### config.mk
export PLATFORM = sky130hd
export DESIGN_NAME = z88_sram_arbiter_flat
export DESIGN_NICKNAME = d
export VERILOG_FILES = /design/src/rtl/z88_sram_arbiter_if.sv /design/src/rtl/z88_sram_arbiter.sv /design/src/flat_wrapper.sv
export SDC_FILE = /design/constraint.sdc
export NUM_CORES = 1
export LEC_CHECK = 0
export BUFFER_PORTS_ARGS = -buffer_cell sky130_fd_sc_hd__buf_4
export CAP_MARGIN = 20
export CORE_MARGIN = 1
export CORE_UTILIZATION = 35
export CTS_CLUSTER_DIAMETER = 40
export DETAILED_ROUTE_END_ITERATION = 6
export PLACE_DENSITY = 0.72
export SKIP_LAST_GASP = 1
export SLEW_MARGIN = 0
export SYNTH_ARGS = -nofsm -noshare
export SYNTH_HDL_FRONTEND = slang
export SYNTH_SLANG_ARGS = --single-unit
### constraint.sdc
create_clock -name clk -period 3.35 [get_ports clk]
set_input_delay 1.005 -clock clk [delete_from_list [all_inputs] [get_ports clk]]
set_output_delay 1.005 -clock clk [all_outputs]
set_load 0.1 [all_outputs]
### src/rtl/z88_sram_arbiter_if.sv
// Bus bundle between the two byte-wide masters, the arbiter and the SRAM pins.
// The slave modport is the arbiter's view; the master modport is the
// requesters' and pin-driver's view.
interface z88_sram_arbiter_if;
  // Port 0: Z88 core RAM bus
  logic        p0_req;
  logic        p0_we;
  logic [18:0] p0_a;
  logic [7:0]  p0_di;
  logic [7:0]  p0_do;
  logic        p0_ack;
  // Port 1: secondary master (screen fetch, loader DMA)
  logic        p1_req;
  logic        p1_we;
  logic [18:0] p1_a;
  logic [7:0]  p1_di;
  logic [7:0]  p1_do;
  logic        p1_ack;
  // SRAM pins (tristate is resolved at the top level)
  logic [17:0] sram_a;
  logic [15:0] sram_dq_i;
  logic [15:0] sram_dq_o;
  logic        sram_dq_oe;
  logic        sram_ce_n;
  logic        sram_oe_n;
  logic        sram_we_n;
  logic        sram_ub_n;
  logic        sram_lb_n;

  modport slave (
    input  p0_req, p0_we, p0_a, p0_di,
    output p0_do, p0_ack,
    input  p1_req, p1_we, p1_a, p1_di,
    output p1_do, p1_ack,
    output sram_a,
    input  sram_dq_i,
    output sram_dq_o, sram_dq_oe,
    output sram_ce_n, sram_oe_n, sram_we_n, sram_ub_n, sram_lb_n
  );

  modport master (
    output p0_req, p0_we, p0_a, p0_di,
    input  p0_do, p0_ack,
    output p1_req, p1_we, p1_a, p1_di,
    input  p1_do, p1_ack,
    input  sram_a,
    output sram_dq_i,
    input  sram_dq_o, sram_dq_oe,
    input  sram_ce_n, sram_oe_n, sram_we_n, sram_ub_n, sram_lb_n
  );
endinterface

### src/rtl/z88_sram_arbiter.sv
// Two-port round-robin arbiter and access sequencer for the 256Kx16 async
// SRAM holding the Z88's byte-addressed RAM. Every output is registered.
module z88_sram_arbiter #(
  parameter int unsigned ACCESS_CYCLES = 2
) (
  input logic                  clk,
  input logic                  reset_n,
  z88_sram_arbiter_if.slave    bus
);

  if (ACCESS_CYCLES < 1 || ACCESS_CYCLES > 15) begin : g_bad_access_cycles
    $error("ACCESS_CYCLES must be in 1..15");
  end

  localparam logic [3:0] CntLoad = 4'(ACCESS_CYCLES - 1);

  typedef enum logic [1:0] {
    StIdle,
    StAccess,
    StDone
  } state_e;

  state_e r_state, w_state_d;

  logic [3:0]  r_cnt, w_cnt_d;
  logic        r_sel, w_sel_d;                 // port owning the current access
  logic        r_last_grant, w_last_grant_d;   // 0 = port 0, 1 = port 1
  logic        r_we, w_we_d;
  logic        r_lane, w_lane_d;               // byte address bit 0 (1 = upper byte)
  logic [17:0] r_sram_a, w_sram_a_d;
  logic [15:0] r_dq_o, w_dq_o_d;
  logic        r_dq_oe, w_dq_oe_d;
  logic        r_ce_n, w_ce_n_d;
  logic        r_oe_n, w_oe_n_d;
  logic        r_we_n, w_we_n_d;
  logic        r_ub_n, w_ub_n_d;
  logic        r_lb_n, w_lb_n_d;
  logic [7:0]  r_p0_do, w_p0_do_d;
  logic [7:0]  r_p1_do, w_p1_do_d;
  logic        r_p0_ack, w_p0_ack_d;
  logic        r_p1_ack, w_p1_ack_d;

  logic        w_any_req;
  logic        w_grant;
  logic        w_sel_we;
  logic [18:0] w_sel_a;
  logic [7:0]  w_sel_di;
  logic [7:0]  w_rd_byte;

  assign w_any_req = bus.p0_req | bus.p1_req;
  assign w_rd_byte = r_lane ? bus.sram_dq_i[15:8] : bus.sram_dq_i[7:0];

  // Grant: a lone requester wins; on a tie the port not granted last wins.
  always_comb begin
    w_grant = bus.p1_req;
    if (bus.p0_req && bus.p1_req) begin
      w_grant = ~r_last_grant;
    end
    w_sel_we = w_grant ? bus.p1_we : bus.p0_we;
    w_sel_a  = w_grant ? bus.p1_a  : bus.p0_a;
    w_sel_di = w_grant ? bus.p1_di : bus.p0_di;
  end

  // Next-state and registered-output values; strobes idle high unless driven.
  always_comb begin
    w_state_d      = r_state;
    w_cnt_d        = r_cnt;
    w_sel_d        = r_sel;
    w_last_grant_d = r_last_grant;
    w_we_d         = r_we;
    w_lane_d       = r_lane;
    w_sram_a_d     = r_sram_a;
    w_dq_o_d       = r_dq_o;
    w_dq_oe_d      = r_dq_oe;
    w_ce_n_d       = 1'b1;
    w_oe_n_d       = 1'b1;
    w_we_n_d       = 1'b1;
    w_ub_n_d       = 1'b1;
    w_lb_n_d       = 1'b1;
    w_p0_ack_d     = 1'b0;
    w_p1_ack_d     = 1'b0;
    w_p0_do_d      = r_p0_do;
    w_p1_do_d      = r_p1_do;

    unique case (r_state)
      StIdle: begin
        w_dq_oe_d = 1'b0;
        if (w_any_req) begin
          w_state_d      = StAccess;
          w_sel_d        = w_grant;
          w_last_grant_d = w_grant;
          w_we_d         = w_sel_we;
          w_lane_d       = w_sel_a[0];
          w_sram_a_d     = w_sel_a[18:1];
          w_dq_o_d       = {w_sel_di, w_sel_di};
          w_cnt_d        = CntLoad;
          w_ce_n_d       = 1'b0;
          w_oe_n_d       = w_sel_we;
          w_we_n_d       = ~w_sel_we;
          w_ub_n_d       = ~w_sel_a[0];
          w_lb_n_d       = w_sel_a[0];
          w_dq_oe_d      = w_sel_we;
        end
      end

      StAccess: begin
        if (r_cnt == 4'd0) begin
          // Strobes release here; dq_oe is left alone so write data outlives we_n.
          w_state_d = StDone;
          if (r_sel) begin
            w_p1_ack_d = 1'b1;
            if (!r_we) begin
              w_p1_do_d = w_rd_byte;
            end
          end else begin
            w_p0_ack_d = 1'b1;
            if (!r_we) begin
              w_p0_do_d = w_rd_byte;
            end
          end
        end else begin
          w_cnt_d  = r_cnt - 4'd1;
          w_ce_n_d = 1'b0;
          w_oe_n_d = r_we;
          w_we_n_d = ~r_we;
          w_ub_n_d = ~r_lane;
          w_lb_n_d = r_lane;
        end
      end

      StDone: begin
        w_state_d = StIdle;
        w_dq_oe_d = 1'b0;
      end

      default: begin
        w_state_d = StIdle;
        w_dq_oe_d = 1'b0;
      end
    endcase
  end

  // FSM state register.
  always_ff @(posedge clk or negedge reset_n) begin
    if (!reset_n) begin
      r_state <= StIdle;
    end else begin
      r_state <= w_state_d;
    end
  end

  // Datapath and pin registers; reset aborts any access with strobes high.
  always_ff @(posedge clk or negedge reset_n) begin
    if (!reset_n) begin
      r_cnt        <= 4'd0;
      r_sel        <= 1'b0;
      r_last_grant <= 1'b1;
      r_we         <= 1'b0;
      r_lane       <= 1'b0;
      r_sram_a     <= 18'd0;
      r_dq_o       <= 16'd0;
      r_dq_oe      <= 1'b0;
      r_ce_n       <= 1'b1;
      r_oe_n       <= 1'b1;
      r_we_n       <= 1'b1;
      r_ub_n       <= 1'b1;
      r_lb_n       <= 1'b1;
      r_p0_do      <= 8'd0;
      r_p1_do      <= 8'd0;
      r_p0_ack     <= 1'b0;
      r_p1_ack     <= 1'b0;
    end else begin
      r_cnt        <= w_cnt_d;
      r_sel        <= w_sel_d;
      r_last_grant <= w_last_grant_d;
      r_we         <= w_we_d;
      r_lane       <= w_lane_d;
      r_sram_a     <= w_sram_a_d;
      r_dq_o       <= w_dq_o_d;
      r_dq_oe      <= w_dq_oe_d;
      r_ce_n       <= w_ce_n_d;
      r_oe_n       <= w_oe_n_d;
      r_we_n       <= w_we_n_d;
      r_ub_n       <= w_ub_n_d;
      r_lb_n       <= w_lb_n_d;
      r_p0_do      <= w_p0_do_d;
      r_p1_do      <= w_p1_do_d;
      r_p0_ack     <= w_p0_ack_d;
      r_p1_ack     <= w_p1_ack_d;
    end
  end

  assign bus.p0_do      = r_p0_do;
  assign bus.p1_do      = r_p1_do;
  assign bus.p0_ack     = r_p0_ack;
  assign bus.p1_ack     = r_p1_ack;
  assign bus.sram_a     = r_sram_a;
  assign bus.sram_dq_o  = r_dq_o;
  assign bus.sram_dq_oe = r_dq_oe;
  assign bus.sram_ce_n  = r_ce_n;
  assign bus.sram_oe_n  = r_oe_n;
  assign bus.sram_we_n  = r_we_n;
  assign bus.sram_ub_n  = r_ub_n;
  assign bus.sram_lb_n  = r_lb_n;

endmodule

### src/flat_wrapper.sv
// flat-port wrapper written by rule: the top's interface ports become plain ports
module z88_sram_arbiter_flat 
#(
  parameter int unsigned ACCESS_CYCLES = 2
)
  (clk, reset_n, bus_p0_req, bus_p0_we, bus_p0_a, bus_p0_di, bus_p0_do, bus_p0_ack, bus_p1_req, bus_p1_we, bus_p1_a, bus_p1_di, bus_p1_do, bus_p1_ack, bus_sram_a, bus_sram_dq_i, bus_sram_dq_o, bus_sram_dq_oe, bus_sram_ce_n, bus_sram_oe_n, bus_sram_we_n, bus_sram_ub_n, bus_sram_lb_n);
  z88_sram_arbiter_if bus_i ();
  input logic clk;
  input logic reset_n;
  input wire logic [$bits(bus_i.p0_req)-1:0] bus_p0_req;
  input wire logic [$bits(bus_i.p0_we)-1:0] bus_p0_we;
  input wire logic [$bits(bus_i.p0_a)-1:0] bus_p0_a;
  input wire logic [$bits(bus_i.p0_di)-1:0] bus_p0_di;
  output wire logic [$bits(bus_i.p0_do)-1:0] bus_p0_do;
  output wire logic [$bits(bus_i.p0_ack)-1:0] bus_p0_ack;
  input wire logic [$bits(bus_i.p1_req)-1:0] bus_p1_req;
  input wire logic [$bits(bus_i.p1_we)-1:0] bus_p1_we;
  input wire logic [$bits(bus_i.p1_a)-1:0] bus_p1_a;
  input wire logic [$bits(bus_i.p1_di)-1:0] bus_p1_di;
  output wire logic [$bits(bus_i.p1_do)-1:0] bus_p1_do;
  output wire logic [$bits(bus_i.p1_ack)-1:0] bus_p1_ack;
  output wire logic [$bits(bus_i.sram_a)-1:0] bus_sram_a;
  input wire logic [$bits(bus_i.sram_dq_i)-1:0] bus_sram_dq_i;
  output wire logic [$bits(bus_i.sram_dq_o)-1:0] bus_sram_dq_o;
  output wire logic [$bits(bus_i.sram_dq_oe)-1:0] bus_sram_dq_oe;
  output wire logic [$bits(bus_i.sram_ce_n)-1:0] bus_sram_ce_n;
  output wire logic [$bits(bus_i.sram_oe_n)-1:0] bus_sram_oe_n;
  output wire logic [$bits(bus_i.sram_we_n)-1:0] bus_sram_we_n;
  output wire logic [$bits(bus_i.sram_ub_n)-1:0] bus_sram_ub_n;
  output wire logic [$bits(bus_i.sram_lb_n)-1:0] bus_sram_lb_n;
  assign bus_i.p0_req = bus_p0_req;
  assign bus_i.p0_we = bus_p0_we;
  assign bus_i.p0_a = bus_p0_a;
  assign bus_i.p0_di = bus_p0_di;
  assign bus_p0_do = bus_i.p0_do;
  assign bus_p0_ack = bus_i.p0_ack;
  assign bus_i.p1_req = bus_p1_req;
  assign bus_i.p1_we = bus_p1_we;
  assign bus_i.p1_a = bus_p1_a;
  assign bus_i.p1_di = bus_p1_di;
  assign bus_p1_do = bus_i.p1_do;
  assign bus_p1_ack = bus_i.p1_ack;
  assign bus_sram_a = bus_i.sram_a;
  assign bus_i.sram_dq_i = bus_sram_dq_i;
  assign bus_sram_dq_o = bus_i.sram_dq_o;
  assign bus_sram_dq_oe = bus_i.sram_dq_oe;
  assign bus_sram_ce_n = bus_i.sram_ce_n;
  assign bus_sram_oe_n = bus_i.sram_oe_n;
  assign bus_sram_we_n = bus_i.sram_we_n;
  assign bus_sram_ub_n = bus_i.sram_ub_n;
  assign bus_sram_lb_n = bus_i.sram_lb_n;
  z88_sram_arbiter #(.ACCESS_CYCLES(ACCESS_CYCLES)) u_core (.clk(clk), .reset_n(reset_n), .bus(bus_i));
endmodule
==> qor.txt, run 1 <==
Hold WC Path Type: flip-flop to flip-flop
# fillers: 697
Fraction of registers with async set or reset after synthesis: 100%
Die height: 91.5 um
Relative max-transition margin: 49.7%
Crit path max-delay cell type: nor4_4
Warning count from the yosys run: 0
Hold_buf cts: 0
Least-Margin Pin Slew: 754 ps
Skew final: 5.94 ps
Clock slew at reported path FFs: 60 ps
WL/cell: 14.5 um
Vias in the first global route: 2177
Final-stage net count: 412
Outcome: completed
Largest family of logic cells by synthesized area: multiplexers
Number of port buffers: 133
Post-route ant nets: 0
Crit-path cells: inv_1 > ha_1 > or3b_1 > nor4_4 > mux2_2
Mux cell area share after synthesis: 32.4%
CP peak stage delay: 530 ps
CTS tree: done
Clk_lat worst skew: 320 ps
Largest area contributor in the netlist: dfrtp_1
FF+latch count, synth: 60
Layout cell share with drive strength beyond 1: 69.9%
GP Congestion: 0.714
Sink Count: 60
Post-route DRC: 0
Simple-Gate Fraction of Synth Area: 5.04%
Critical Path Start Type: flip-flop
Drt first pass iters: 4
Top cells by area, synth: dfrtp_1 (48%), mux2_2 (31%), dfstp_2 (5.6%), buf_4 (2.1%), mux2i_1 (1.4%)
Critical path buffers and inverters: 1
Share of the synthesized area in the top cell type: 48.2%
WHS: 496 ps
Largest net degree at the start of global routing: 61
Dominant delay contributor by cell family on the critical path: simple AND/OR/NAND/NOR gates
I/O pin count: 134
Final Max Tran Viols: 0
First-pass GRT wire length: 10.5 mm
N_diodes: 0
Core box area: 7730 sq um
Initial antenna violation count: 0
Synthesis-to-layout area growth: 45.6%
Total number of vias: 2103
Total Routed Length: 6.42 mm
Initial cell density of the core: 36.3%
Syn Area/Cell: 13.8 sq um
Initial drt markers: 46
Cell area after synthesis: 2800 sq um
Post-synth EDFFs: 0
Worst Path Max Fanout: 9
Post-Synth XOR/XNOR Area: 0%
Seq/Total Area, Yosys: 53.8%
Die width: 91.5 um
Overall Global Routing Usage: 16.0%
Final setup violation count: 0
Htree depth: 3
Vias/cell: 4.77
Crit Path Class: flip-flop to flip-flop
Post-Synth Adder-Cell Area: 0.892%
Row cnt: 32
Max-cap viol count: 0
Cells after Synth: 203
Hpwl dp: 4.71 mm
Post-CTS Setup Bufs: 0
Post-CTS sizing: 0
Total grt overflow: 0
Mapped Nets: 281
Synth Flop Type: dfrtp_1
Top cells by instance count after synthesis: mux2_2 (77), dfrtp_1 (54), buf_4 (8)
Final period utilization: 67.2%
RSZ-0062 raised after global routing: no
Req. time, crit path: 3560 ps
Yosys cell types: 31
Total negative setup slack: 0 ps
Fmax: 0.444 GHz
Die ar.: 8370 sq um
Area fraction in compound gates after synthesis: 3.84%
Top-count cell post-synth: mux2_2
CTS Buf Count: 9
CTS root buffer: clkbuf_8
Clk buf depth: 2
Worst Path Arrival: 2460 ps
Tmin final: 2250 ps
CP Capture Type: flip-flop
Fin. Hold Viols: 0
through the flow:
step / util, % / setup slack (ps) / std cells / instance area, sq um
after floorplan: - / 973 / 203 / 2800
after global placement: 50.2 / 874 / 425 / 3880
after detailed placement: 50.2 / 828 / 425 / 3880
after CTS: 52.8 / 1100 / 441 / 4080
after global routing: 52.8 / 936 / 441 / 4080
final: 52.8 / 1100 / 441 / 4080
kinds of logic (layout without fill, tap and decap cells):
logic type,count (synthesis),count (layout)
simple gates,24,24
mux,81,81
flops,60,60
fa+ha+maj,2,2
compound gates,17,17
buf+inv,19,155
final timing paths:
| kind | cells past startpoint | startpoint | to | slack [ps] |
|---|---|---|---|---|
| max | 5 | u_core.r_cnt[0]$_DFFE_PN0P_ | u_core.bus.p0_do[6]$_DFFE_PN0P_ | 1100 |
| min | 2 | u_core.bus.sram_dq_oe$_DFFE_PN0N_ | u_core.bus.sram_dq_oe$_DFFE_PN0N_ | 500 |
| max reg2reg | 5 | u_core.r_cnt[0]$_DFFE_PN0P_ | u_core.bus.p0_do[6]$_DFFE_PN0P_ | 1100 |
| min reg2reg | 2 | u_core.bus.sram_dq_oe$_DFFE_PN0N_ | u_core.bus.sram_dq_oe$_DFFE_PN0N_ | 500 |
| max in group asynchronous | 1 | reset_n | u_core.bus.p0_do[3]$_DFFE_PN0P_ | 2100 |
| min in group asynchronous | 1 | reset_n | u_core.bus.p0_do[4]$_DFFE_PN0P_ | 740 |
worst reg2reg max path, cell delays in order, from the launching register on:
cell	delay, ps
dfrtp_1	380
inv_1	130
ha_1	170
or3b_1	520
nor4_4	530
mux2_2	410
cells in the final DEF (no fill, tap or decap), types with 3 or more instances in the layout:
cell	n
nand2_1	3
mux2_2	77
a21oi_1	6
o21ai_0	3
clkbuf_1	3
nand3_1	4
nor2_1	4
dfrtp_1	54
clkbuf_8	12
nor3_1	3
dfstp_2	6
inv_1	3
buf_4	135
mux2i_1	4
registers in the layout, indices dropped and copies added, names as in the netlist, 2 cells and up:
| name | flops |
|---|---|
| u_core.bus.sram_a | 18 |
| u_core.bus.p0_do | 8 |
| u_core.bus.p1_do | 8 |
| u_core.bus.sram_dq_o | 8 |
| u_core.r_cnt | 4 |
| u_core.r_state | 2 |
per-layer routing:
| layer | GRT usage, % | wire, um |
|---|---|---|
| met1 | 19.0 | 2650 |
| met4 | 7.14 | 89 |
| met3 | 2.93 | 306 |
| met2 | 28.1 | 3370 |
| met5 | 0 | 0 |
cell type report:
type / instances / area, sq um / area share [%]
Multi-Input combinational cell: 124 / 1190 / 29.3
Clock inverter: 1 / 30.0 / 0.736
Sequential cell: 60 / 1510 / 37.0
Inverter: 3 / 11.3 / 0.276
Tap cell: 102 / 128 / 3.13
Clock buffer: 15 / 176 / 4.32
Timing Repair Buffer: 136 / 1030 / 25.3
Power of run 1 is left out: the tool's default activity adds up to more than one toggle a clock period on the data nets, which glitch-free logic cannot reach.
==> run 2: changes to the inputs <==
Settings changed: PLACE_DENSITY 0.72 to 0.75.
Clock period 3.35 ns to 1.9 ns, I/O delays scaled along.
==> qor.txt, run 2 (synthesized netlist as in run 1, its figures left out) <==
CTS tree: done (unchanged)
Final-stage net count: 425 (was 412)
I/O pin count: 134 (unchanged)
Final setup violation count: 0 (unchanged)
Synthesis-to-layout area growth: 51.3% (was 45.6%)
Hold WC Path Type: input port to async pin (was flip-flop to flip-flop)
Total grt overflow: 0 (unchanged)
Sink Count: 60 (unchanged)
Vias in the first global route: 2216 (was 2177)
Skew final: 8.65 ps (was 5.94 ps)
Fin. Hold Viols: 0 (unchanged)
CTS Buf Count: 9 (unchanged)
Number of port buffers: 133 (unchanged)
Total negative setup slack: 0 ps (unchanged)
N_diodes: 0 (unchanged)
WL/cell: 14.1 um (was 14.5 um)
Critical Path Start Type: flip-flop (unchanged)
Core box area: 7730 sq um (unchanged)
Initial drt markers: 49 (was 46)
Overall Global Routing Usage: 16.1% (was 16.0%)
Total number of vias: 2129 (was 2103)
WHS: 86.3 ps (was 496 ps)
Most common cell after layout, fill and taps aside: buf_4 (unchanged)
Largest net degree at the start of global routing: 34 (was 61)
Req. time, crit path: 2110 ps (was 3560 ps)
Max reg flops: 18 (unchanged)
Final WS setup: 32.1 ps (was 1100 ps)
Clock slew at reported path FFs: 70 ps (was 60 ps)
Initial antenna violation count: 0 (unchanged)
Worst Path Arrival: 2080 ps (was 2460 ps)
Final Non-Filler Cells: 454 (was 441)
Fmax: 0.535 GHz (was 0.444 GHz)
Pre-CTS setup slack: -3.87 ps (was 828 ps)
Final period utilization: 98.3% (was 67.2%)
Hold_buf cts: 0 (unchanged)
Layout cell share with drive strength beyond 1: 75.0% (was 69.9%)
Final Max Tran Viols: 0 (unchanged)
Clk_lat worst skew: 330 ps (was 320 ps)
Die width: 91.5 um (unchanged)
Commonest non-fill, non-tap cells in the layout: buf_4 (145), mux2_2 (76), dfrtp_1 (46) (was buf_4 (135), mux2_2 (77), dfrtp_1 (54))
Total Routed Length: 6.40 mm (was 6.42 mm)
Clk buf depth: 2 (unchanged)
GP Congestion: 0.756 (was 0.714)
Relative max-transition margin: 67.1% (was 49.7%)
Worst Path Max Fanout: 8 (was 9)
RSZ-0062 raised after global routing: yes (was no)
Placed Cells: 433 (was 425)
Die ar.: 8370 sq um (unchanged)
First-pass GRT wire length: 10.4 mm (was 10.5 mm)
Crit Path Class: flip-flop to flip-flop (unchanged)
CP Capture Type: flip-flop (unchanged)
Initial cell density of the core: 36.3% (unchanged)
Tmin final: 1870 ps (was 2250 ps)
Hpwl dp: 4.85 mm (was 4.71 mm)
Max-cap viol count: 0 (unchanged)
Row cnt: 32 (unchanged)
Htree depth: 3 (unchanged)
Post-route DRC: 0 (unchanged)
CTS root buffer: clkbuf_8 (unchanged)
Post-route ant nets: 0 (unchanged)
Outcome: completed (unchanged)
Die height: 91.5 um (unchanged)
Least-Margin Pin Slew: 492 ps (was 754 ps)
Vias/cell: 4.69 (was 4.77)
Drt first pass iters: 4 (unchanged)
-- run 2: through the flow --
step / area (sq um) / utilization, %
2_1_floorplan: 2820 / -
3_3_place_gp: 3990 / 51.6
3_5_place_dp: 3990 / 51.6
4_1_cts: 4190 / 54.3
5_1_grt: 4240 / 54.9
6_report: 4240 / 54.9
-- run 2: final cells by class --
type	count	area, sq um
sequential	60	1520
tap	102	128
fill	661	3480
clock inverter	4	47.5
timing repair buffer	149	1170
inverter	3	11.3
clock buffer	12	155
multi-input combinational	124	1210
-- run 2: final timing paths --
kind                                                  start                                to  slack [ps]  depth (start not counted)
max in group asynchronous                           reset_n    u_core.bus.sram_oe_n$_DFF_PN1_        1320                          2
hold / removal                                      reset_n   u_core.bus.p1_do[6]$_DFFE_PN0P_          90                          1
min in group clk                                 bus_p0_req   u_core.r_last_grant$_DFFE_PN1P_         440                          2
setup reg to reg                u_core.r_cnt[0]$_DFFE_PN0P_   u_core.bus.p0_do[3]$_DFFE_PN0P_          30                          6
setup / recovery                u_core.r_cnt[0]$_DFFE_PN0P_   u_core.bus.p0_do[3]$_DFFE_PN0P_          30                          6
hold reg to reg            u_core.bus.sram_a[0]$_DFFE_PN0P_  u_core.bus.sram_a[0]$_DFFE_PN0P_         510                          1
-- run 2: layer usage --
metal | share of wire, % | GRT usage (%) | vias up
met5 | 0 | 0 | -
met4 | 1.8 | 7.54 | 0
met3 | 8.2 | 5.03 | 10
met2 | 48 | 26.4 | 101
met1 | 42 | 19.1 | 1008
li1 | - | - | 1010
-- run 2: timing repair --
item / CTS / global route
buffers inserted: 0 / 5
endpoints found under the setup margin: 8 / 8
gates resized for setup: 1 / 3
pin swaps: 0 / 0
-- run 2: worst max-delay path: stages (launching register included) --
cell	delay [ps]
dfrtp_1	390
inv_2	110
ha_4	140
or3b_4	400
nor4_4	210
buf_12	170
mux2_2	330
Power of run 2 is left out for the same reason.
==> run 3: changes to the inputs <==
Settings changed: CORE_MARGIN 1 to 5, GPL_TIMING_DRIVEN set to 0, PLACE_DENSITY 0.75 to 0.72.
Clock period 1.9 ns to 2 ns, I/O delays scaled along.
==> qor.txt, run 3 (synthesized netlist as in run 1, its figures left out) <==
Final-stage net count: 432 (was 425)
Worst Path Arrival: 2140 ps (was 2080 ps)
Total grt overflow: 0 (unchanged)
Drt first pass iters: 4 (unchanged)
Total negative setup slack: 0 ps (unchanged)
I/O pin count: 134 (unchanged)
Largest net degree at the start of global routing: 61 (was 34)
Hold WC Path Type: input port to async pin (unchanged)
Final Non-Filler Cells: 461 (was 454)
Die height: 99.5 um (was 91.5 um)
Relative max-transition margin: 50.8% (was 67.1%)
CP Capture Type: flip-flop (unchanged)
RSZ-0062 raised after global routing: no (was yes)
Row cnt: 32 (unchanged)
Clock slew at reported path FFs: 60 ps (was 70 ps)
Max-cap viol count: 0 (unchanged)
Hold_buf cts: 0 (unchanged)
Post-route DRC: 0 (unchanged)
Core box area: 7770 sq um (was 7730 sq um)
Final Max Tran Viols: 0 (unchanged)
Total Routed Length: 7.12 mm (was 6.40 mm)
CTS tree: done (unchanged)
GP Congestion: 0.796 (was 0.756)
Layout cell share with drive strength beyond 1: 71.9% (was 75.0%)
Initial antenna violation count: 0 (unchanged)
WHS: 340 ps (was 86.3 ps)
CTS Buf Count: 9 (unchanged)
Die width: 99.5 um (was 91.5 um)
Post-route ant nets: 0 (unchanged)
Initial cell density of the core: 36.1% (was 36.3%)
Max reg flops: 18 (unchanged)
Total number of vias: 2158 (was 2129)
Initial drt markers: 31 (was 49)
First-pass GRT wire length: 11.4 mm (was 10.4 mm)
# fillers: 687 (was 661)
Final setup violation count: 0 (unchanged)
Req. time, crit path: 2210 ps (was 2110 ps)
Most common cell after layout, fill and taps aside: buf_4 (unchanged)
Placed Cells: 438 (was 433)
Htree depth: 3 (unchanged)
CP peak stage delay: 360 ps (was 400 ps)
N_diodes: 0 (unchanged)
Fin. Hold Viols: 0 (unchanged)
Outcome: completed (unchanged)
Crit Path Class: input port to flip-flop (was flip-flop to flip-flop)
Clk buf depth: 2 (unchanged)
Critical path buffers and inverters: 3 (was 2)
Clk_lat worst skew: 330 ps (about the same)
Least-Margin Pin Slew: 737 ps (was 492 ps)
CP most frequent cell: mux2_2
Crit path max-delay cell type: mux2_2 (was or3b_4)
Critical Path Start Type: input port (was flip-flop)
Vias in the first global route: 2339 (was 2216)
Final period utilization: 96.5%
Die ar.: 9900 sq um (was 8370 sq um)
Crit-path cells: buf_4 > a21boi_0 > buf_2 > clkbuf_4 > mux2_2 > mux2_2 (was inv_2 > ha_4 > or3b_4 > nor4_4 > buf_12 > mux2_2)
Overall Global Routing Usage: 14.6% (was 16.1%)
Dominant delay contributor by cell family on the critical path: buffers and inverters (was simple AND/OR/NAND/NOR gates)
Worst Path Max Fanout: 10 (was 8)
CTS root buffer: clkbuf_8 (unchanged)
Sink Count: 60 (unchanged)
Synthesis-to-layout area growth: 50.0% (was 51.3%)
Number of port buffers: 133 (unchanged)
Fmax: 0.518 GHz
Tmin final: 1930 ps
Hpwl dp: 5.20 mm (was 4.85 mm)
Commonest non-fill, non-tap cells in the layout: buf_4 (147), mux2_2 (69), dfrtp_1 (54) (was buf_4 (145), mux2_2 (76), dfrtp_1 (46))
WL/cell: 15.4 um (was 14.1 um)
Vias/cell: 4.68 (was 4.69)
Fin util: 54.1% (was 54.9%)
Skew final: 11.2 ps (was 8.65 ps)
[run 3: cell types whose count changed in the layout (fill, tap and decap cells not counted), moves of 2 or more]
cell and delta:
buf_4 +2, dfrtp_1 +8, clkbuf_1 +4, mux2_2 -7
dfrtp_2 -8, buf_2 +3, mux2_4 +7, buf_12 -4
buf_6 +2
[run 3: metrics by stage]
stage | setup slack (ps) | instance area [sq um]
4_1_cts | -30.5 | 4190
5_1_grt | 7.72 | 4210
2_1_floorplan | 28.1 | 2800
6_report | 70.7 | 4210
3_5_place_dp | -364 | 3930
3_3_place_gp | -336 | 3930
[run 3: routing by layer]
metal  global-route usage, %  wire, um
met5                       0         0
met1                    17.5      2830
met2                    24.6      3730
met4                    5.25       128
met3                    4.70       434
[run 3: final timing paths]
check / slack [ps] / startpoint / to / cells past startpoint
setup / recovery: 70 / bus_p0_req / u_core.bus.sram_dq_o[14]$_DFFE_PN0P_ / 6
hold / removal: 340 / reset_n / u_core.bus.p0_ack$_DFF_PN0_ / 1
setup reg to reg: 80 / u_core.r_cnt[0]$_DFFE_PN0P_ / u_core.bus.p0_do[7]$_DFFE_PN0P_ / 7
hold reg to reg: 510 / u_core.r_cnt[3]$_DFFE_PN0P_ / u_core.r_cnt[3]$_DFFE_PN0P_ / 1
max in group asynchronous: 1180 / reset_n / u_core.r_lane$_DFFE_PN0P_ / 1
min in group clk: 460 / bus_p0_req / u_core.r_last_grant$_DFFE_PN1P_ / 2
[run 3: final cells by class]
class	instances	area, sq um	share of cell area [%]
sequential	60	1510	35.9
multi-input combinational	124	1220	29.1
timing repair buffer	140	1050	25.1
clock buffer	14	163	3.87
tap	102	128	3.03
buffer	16	106	2.53
inverter	3	11.3	0.268
clock inverter	2	10.0	0.238
[run 3: worst reg2reg max path, stage by stage, from the launching register on]
cell and delay [ps]:
dfrtp_1 390, inv_2 70, ha_2 160, or3b_1 360
buf_6 140, nor4_4 180, buf_4 200, mux2_4 300
[run 3: what timing repair did]
item,CTS,global route
pin swaps,1,1
buffers inserted,7,0
endpoints found under the setup margin,9,23
gates resized for setup,12,4
Power of run 3 is left out for the same reason.
